<file path="config.mk">
export PLATFORM = sky130hd
export DESIGN_NAME = if_fetch_unit_flat
export DESIGN_NICKNAME = d
export VERILOG_FILES = /design/src/rtl/if_fetch_unit_if.sv /design/src/rtl/if_fetch_unit.sv /design/src/flat_wrapper.sv
export SDC_FILE = /design/constraint.sdc
export NUM_CORES = 1
export LEC_CHECK = 0
export BUFFER_PORTS_ARGS = -buffer_cell sky130_fd_sc_hd__buf_2
export CORE_AREA = 2 2 130 132
export CTS_CLUSTER_SIZE = 16
export DETAILED_ROUTE_END_ITERATION = 10
export DIE_AREA = 0 0 132 134
export GPL_TIMING_DRIVEN = 0
export RECOVER_POWER = 50
export SYNTH_ARGS = -nofsm -noshare
export SYNTH_HDL_FRONTEND = slang
export SYNTH_SLANG_ARGS = --single-unit
</file>
<file path="constraint.sdc">
create_clock -name clk -period 2.2 [get_ports clk]
set_input_delay 0.44 -clock clk [delete_from_list [all_inputs] [get_ports clk]]
set_output_delay 0.44 -clock clk [all_outputs]
set_load 0.005 [all_outputs]
</file>
<file path="src/rtl/if_fetch_unit_if.sv">
// Instruction-ROM handshake bundle used by the fetch stage.
//   rom_ce_o    fetch -> ROM   request / enable
//   rom_addr_o  fetch -> ROM   byte address of the requested word
//   rom_inst_i  ROM -> fetch   instruction word, valid while rom_ack_i=1
//   rom_ack_i   ROM -> fetch   current request completes (may be the request cycle)
// master: fetch-unit side; slave: ROM side.
interface if_fetch_unit_if;
  logic        rom_ce_o;
  logic [31:0] rom_addr_o;
  logic [31:0] rom_inst_i;
  logic        rom_ack_i;

  modport master (
    output rom_ce_o,
    output rom_addr_o,
    input  rom_inst_i,
    input  rom_ack_i
  );

  modport slave (
    input  rom_ce_o,
    input  rom_addr_o,
    output rom_inst_i,
    output rom_ack_i
  );
endinterface

</file>
<file path="src/rtl/if_fetch_unit.sv">
// Instruction-fetch stage: owns the PC, requests words from the instruction
// ROM, captures returned words and presents if_pc/if_inst to IF/ID.
// Handles wait-state ROMs through the ack handshake, the global stall
// vector (only stall[0] is used here) and branch redirects from ID.
//
// Parameters:
//   RESET_PC  PC loaded on reset, first address fetched
//   PC_STEP   sequential PC increment in bytes
// Ports:
//   clk, rst                 clock; synchronous active-high reset
//   stall[5:0]               global stall vector, stall[0] holds the fetch stage
//   branch_flag_i            ID redirect request this cycle
//   branch_target_address_i  redirect target
//   rom                      ROM handshake (if_fetch_unit_if.master)
//   if_pc, if_inst           PC and word of the last delivered instruction
//   stallreq_from_if         fetch outstanding (request issued, no ack yet)
//   if_excp_misalign         misaligned-target exception slot marker
//                            (present only when IF_MISALIGN_CHECK_EN is defined)
// Build option IF_MISALIGN_CHECK_EN: misaligned next PC produces an exception
// slot instead of a ROM request. Without it, the low two address bits are
// forced to zero.
module if_fetch_unit #(
  parameter logic [31:0] RESET_PC = 32'h0000_0000,
  parameter logic [31:0] PC_STEP  = 32'd4
) (
  input  logic                  clk,
  input  logic                  rst,
  input  logic [5:0]            stall,
  input  logic                  branch_flag_i,
  input  logic [31:0]           branch_target_address_i,
  if_fetch_unit_if.master       rom,
  output logic [31:0]           if_pc,
  output logic [31:0]           if_inst,
  output logic                  stallreq_from_if
`ifdef IF_MISALIGN_CHECK_EN
  ,
  output logic                  if_excp_misalign
`endif
);

  localparam logic [1:0] S_IDLE = 2'd0;
  localparam logic [1:0] S_REQ  = 2'd1;
  localparam logic [1:0] S_HOLD = 2'd2;

  logic [1:0]  state;
  logic [31:0] pc;
  logic [31:0] br_tgt;
  logic        pend_br;

  logic [31:0] raw_next_pc;
  logic [31:0] next_pc;
  logic        ack_in;
  logic        advance;
  logic        mis_now;
  logic        mis_wait;

  logic unused_stall;
  assign unused_stall = ^stall[5:1];

`ifdef IF_MISALIGN_CHECK_EN
  // A misaligned PC reaching REQ is reported instead of being fetched.
  assign mis_now        = (state == S_REQ) && (pc[1:0] != 2'b00);
  assign next_pc        = raw_next_pc;
  assign rom.rom_addr_o = pc;
`else
  assign mis_now        = 1'b0;
  assign mis_wait       = 1'b0;
  assign next_pc        = {raw_next_pc[31:2], 2'b00};
  assign rom.rom_addr_o = {pc[31:2], 2'b00};
`endif

  assign rom.rom_ce_o     = (state == S_REQ) && !mis_now;
  assign stallreq_from_if = rom.rom_ce_o && !rom.rom_ack_i;
  assign ack_in           = rom.rom_ce_o && rom.rom_ack_i;

  // A pending (latched) branch takes priority over a live one and over
  // the sequential PC.
  always_comb begin
    raw_next_pc = pend_br ? br_tgt
                          : (branch_flag_i ? branch_target_address_i : pc + PC_STEP);
  end

  // PC advances on an acked fetch without stall, or when leaving HOLD.
  // After a misaligned slot, HOLD only exits on a fresh target.
  always_comb begin
    advance = 1'b0;
    case (state)
      S_REQ:   advance = ack_in && !stall[0];
      S_HOLD:  advance = !stall[0] && (!mis_wait || pend_br || branch_flag_i);
      default: advance = 1'b0;
    endcase
  end

  always_ff @(posedge clk) begin
    if (rst) begin
      state   <= S_IDLE;
      pc      <= RESET_PC;
      br_tgt  <= '0;
      pend_br <= 1'b0;
      if_pc   <= '0;
      if_inst <= '0;
    end else begin
      case (state)
        S_IDLE: state <= S_REQ;
        S_REQ: begin
          if (mis_now) begin
            if_pc   <= pc;
            if_inst <= '0;
            state   <= S_HOLD;
          end else if (ack_in) begin
            if_inst <= rom.rom_inst_i;
            if_pc   <= pc;
            state   <= stall[0] ? S_HOLD : S_REQ;
          end
        end
        S_HOLD: begin
          if (advance) state <= S_REQ;
        end
        default: state <= S_IDLE;
      endcase

      // Branches that cannot be taken now are remembered; newest wins.
      if (advance) begin
        pc      <= next_pc;
        pend_br <= 1'b0;
      end else if (branch_flag_i) begin
        br_tgt  <= branch_target_address_i;
        pend_br <= 1'b1;
      end
    end
  end

`ifdef IF_MISALIGN_CHECK_EN
  always_ff @(posedge clk) begin
    if (rst) begin
      if_excp_misalign <= 1'b0;
      mis_wait         <= 1'b0;
    end else if (mis_now) begin
      if_excp_misalign <= 1'b1;
      mis_wait         <= 1'b1;
    end else begin
      if (ack_in)  if_excp_misalign <= 1'b0;
      if (advance) mis_wait         <= 1'b0;
    end
  end
`endif

endmodule

</file>
<file path="src/flat_wrapper.sv">
// flat-port wrapper written by rule: the top's interface ports become plain ports
module if_fetch_unit_flat 
#(
  parameter logic [31:0] RESET_PC = 32'h0000_0000,
  parameter logic [31:0] PC_STEP  = 32'd4
)
  (clk, rst, stall, branch_flag_i, branch_target_address_i, if_pc, if_inst, stallreq_from_if, rom_rom_ce_o, rom_rom_addr_o, rom_rom_inst_i, rom_rom_ack_i);
  if_fetch_unit_if rom_i ();
  input  logic clk;
  input  logic rst;
  input  logic [5:0] stall;
  input  logic branch_flag_i;
  input  logic [31:0] branch_target_address_i;
  output logic [31:0] if_pc;
  output logic [31:0] if_inst;
  output logic stallreq_from_if;
  output wire logic [$bits(rom_i.rom_ce_o)-1:0] rom_rom_ce_o;
  output wire logic [$bits(rom_i.rom_addr_o)-1:0] rom_rom_addr_o;
  input wire logic [$bits(rom_i.rom_inst_i)-1:0] rom_rom_inst_i;
  input wire logic [$bits(rom_i.rom_ack_i)-1:0] rom_rom_ack_i;
  assign rom_rom_ce_o = rom_i.rom_ce_o;
  assign rom_rom_addr_o = rom_i.rom_addr_o;
  assign rom_i.rom_inst_i = rom_rom_inst_i;
  assign rom_i.rom_ack_i = rom_rom_ack_i;
  if_fetch_unit #(.RESET_PC(RESET_PC), .PC_STEP(PC_STEP)) u_core (.clk(clk), .rst(rst), .stall(stall), .branch_flag_i(branch_flag_i), .branch_target_address_i(branch_target_address_i), .rom(rom_i), .if_pc(if_pc), .if_inst(if_inst), .stallreq_from_if(stallreq_from_if));
endmodule
</file>
==> results.py <==
metrics = {
    "final_layout": {
        "diodes": 0,
        "drive_above_1_share_pct": 18.5,
        "regArea_sq_um": 2500,
        "area_growth_syn_to_layout_pct": 30.0,
        "final_nets": 996,
        "multi_input_area_sq_um": 2850,
        "fillers": 1735,
    },
    "worst_setup_path": {
        "r2r-end": "u_core.pc[25]",
        "rr_startpoint": "u_core.pc[7]",
        "cp-startpoint": "u_core.pc[7]",
        "cp-end-kind": "flip-flop",
        "worstPathMaxFanout": 8,
        "worstPathRequired_ns": 2.48,
        "critical_path_class": "flip-flop to flip-flop",
        "crit_end": "u_core.pc[25]",
        "r2r_setup_slack_ns": 0.15,
        "cp-start-kind": "flip-flop",
        "r2r_cells": 6,
        "cp.arrival_ns": 2.34,
    },
    "place": {
        "numPortBuffers": 159,
        "dp_hpwl_mm": 13.7,
        "routabilityCongestion": 0.873,
    },
    "clock_tree": {
        "cts.clk_slew.worst_paths_ns": 0.06,
        "insertion_delay_ns": 0.42,
        "cts_max_level": 4,
        "post_cts_buffers": 0,
        "cts_buffers": 17,
        "clock-sinks": 125,
        "clk_path_buf_depth": 2,
        "cts_tree": "built",
        "root_buffer": "clkbuf_16",
    },
    "logic_synthesis": {
        "synthFlopType": "dfxtp_1",
        "ys_types": 56,
        "synth_top_cell_by_area": "dfxtp_1",
        "synth_common_cells": "nand2_1, a21oi_1, dfxtp_1",
        "synth_edf_count": 0,
        "ys_ff_latch": 125,
        "synth_top_area_share_pct": 44.5,
        "postSynthAreaPerCell_sq_um": 7.62,
        "syn_area_sq_um": 5620,
        "yosysMostFrequentCell": "nand2_1",
        "synth_cells": 738,
        "synth_sequential_area_ratio_pct": 44.5,
        "synth.area.top_cells": "dfxtp_1, nand2_1, a21oi_1, clkbuf_1, nor2_1",
        "ys_warn_count": 0,
        "synthArstFlopShare_pct": 0,
    },
    "min_path": {
        "min_path_type": "input port to flip-flop",
        "min_from": "rom_rom_inst_i[10]",
    },
    "timing": {
        "fin_crit_sh_pct": 93.4,
        "skew_ns": 0.00910,
        "holdWs_ns": 0.252,
        "maxSlewViolCount": 0,
        "finalHoldViolCount": 0,
        "worst_pin_slew_ns": 0.707,
        "report.final.setup_viol": 0,
        "fmax_mhz": 487,
        "period_needed_ns": 2.05,
        "relSlewSlack_pct": 52.7,
        "rsz0062_at_grt": "true",
    },
    "outcome": {
        "status": "complete, no violations",
    },
    "power": {
        "p_leak_nw": 2.93,
        "p_seq_share_pct": 40.4,
        "internal_power_mw": 4.50,
        "comb_power_share_pct": 11.0,
        "p_switching_mw": 1.51,
        "pwr-share-clk_pct": 48.6,
        "power_mw": 6.01,
        "p_sw_share_pct": 25.2,
        "power_density_nw_per_um2": 823,
        "peakVddDrop_v": 0.000550,
    },
    "grt": {
        "grt_pass1_wl_mm": 28.5,
        "grt_overflow": 0,
        "grt_usage_pct": 20.7,
        "grt_start_max_net_pins": 17,
        "first_global_vias": 5266,
        "antenna_found_initial": 0,
    },
    "routing": {
        "wl_per_cell_um": 16.3,
        "drt_iter0_drc": 382,
        "wirelength_mm": 18.7,
        "first_pass_iters": 7,
        "via_count": 5738,
        "avgViaCountPerCell": 4.99,
        "drtAntennaViolNets": 0,
        "post-route-drc-count": 0,
    },
    "die": {
        "dieArea_sq_um": 17700,
        "rows": 47,
        "start_util_pct": 34.5,
        "die_w_um": 132,
        "num_io_pins": 172,
        "core-area_sq_um": 16300,
        "die_h_um": 134,
    },
    "flow_run": {
        "cap_violations": 0,
    },
}
-- cell usage in the layout, fill, tap and decap left out, types with 9 or more instances in the layout --
cell type | synthesis | layout
clkbuf_1 | 45 | 84
a211oi_1 | 11 | 11
nor2_1 | 26 | 26
o21ai_0 | 18 | 18
nand3_1 | 9 | 9
nor3_1 | 9 | 9
inv_1 | 15 | 15
nand2_1 | 205 | 205
a22oi_1 | 10 | 10
nand4_1 | 9 | 9
a21oi_1 | 132 | 131
buf_2 | 7 | 118
clkbuf_16 | 0 | 17
and3_1 | 11 | 11
dfxtp_1 | 125 | 124
-- power groups by stage --
stage	Combinational, mW	Sequential (mW)	Clock, mW
after CTS	0.666	2.43	2.96
after global routing	0.741	2.44	3.04
after global placement	0.660	2.47	0
after floorplan	0.384	2.47	0
after detailed placement	0.662	2.47	0
final	0.662	2.43	2.92
-- what timing repair did --
item / CTS / global route
hold buffers: 0 / 0
endpoints found under the setup margin: 52 / 68
gates resized for setup: 1 / 21
-- registers in the layout, summed over array words and instances, names as in the netlist --
name and flops:
u_core.pend_br 1, u_core.br_tgt 30, u_core.pc 30, u_core.if_pc 30, u_core.if_inst 32, u_core.state 2
-- metal layers --
metal  vias up  track usage [%]  part of all wire (%)
met2       199             32.3                    45
met1      2602             28.8                    47
met5         -                0                     0
li1       2914                -                     -
met4         0             6.76                   2.0
met3        23             3.85                   5.7
-- cell families (layout without fill, tap and decap cells) --
family	after synthesis	after routing	share of synthesized area (%)
buffers and inverters	75	264	5.43
other	1	4	0.0667
multiplexers	6	6	1.09
flip-flops	125	125	44.5
adder cells (fa/ha/maj)	5	5	1.11
AO/OA/AOI/OAI	220	220	23.2
XOR/XNOR	8	8	1.25
AND/OR/NAND/NOR	298	298	23.3
-- area by class of cell --
type                       count  area share (%)
clock inverter                 9            1.83
timing repair buffer         159            10.1
sequential                   125            34.3
buffer                        58            3.49
multi-input combinational    541            39.1
tap                          220            3.77
inverter                      15           0.771
clock buffer                  23            6.68
-- how the worst min path moves through the flow --
stage / to / slack (ns) / cells after the start
floorplan: u_core.br_tgt[18] / 0.43 / 2
global placement: u_core.if_pc[9] / 0.44 / 2
detailed placement: u_core.if_inst[8] / 0.44 / 2
CTS: u_core.if_inst[10] / 0.25 / 3
global route: u_core.if_inst[7] / 0.25 / 3
finish: u_core.if_inst[10] / 0.25 / 3
-- worst max-delay path: stages, from the launching register on --
cell and delay, ns:
dfxtp_1 0.46, and3_1 0.19, buf_2 0.19, nand2_1 0.23, or4_4 0.51, o31ai_1 0.23, a2111oi_1 0.11
-- per-stage QoR --
step	area (sq um)	utilization [%]	std cells	setup TNS, ns	setup WS [ns]
6_report	7300	44.8	1150	0	0.146
2_1_floorplan	5630	-	741	0	0.235
5_1_grt	7300	44.8	1150	-0.0342	-0.0172
3_3_place_gp	6700	41.1	1120	-8.29	-0.229
4_1_cts	7320	45.0	1151	0	0.0156
3_5_place_dp	6700	41.1	1120	-8.10	-0.242
No activity file was read; power rests on OpenSTA's default activity.
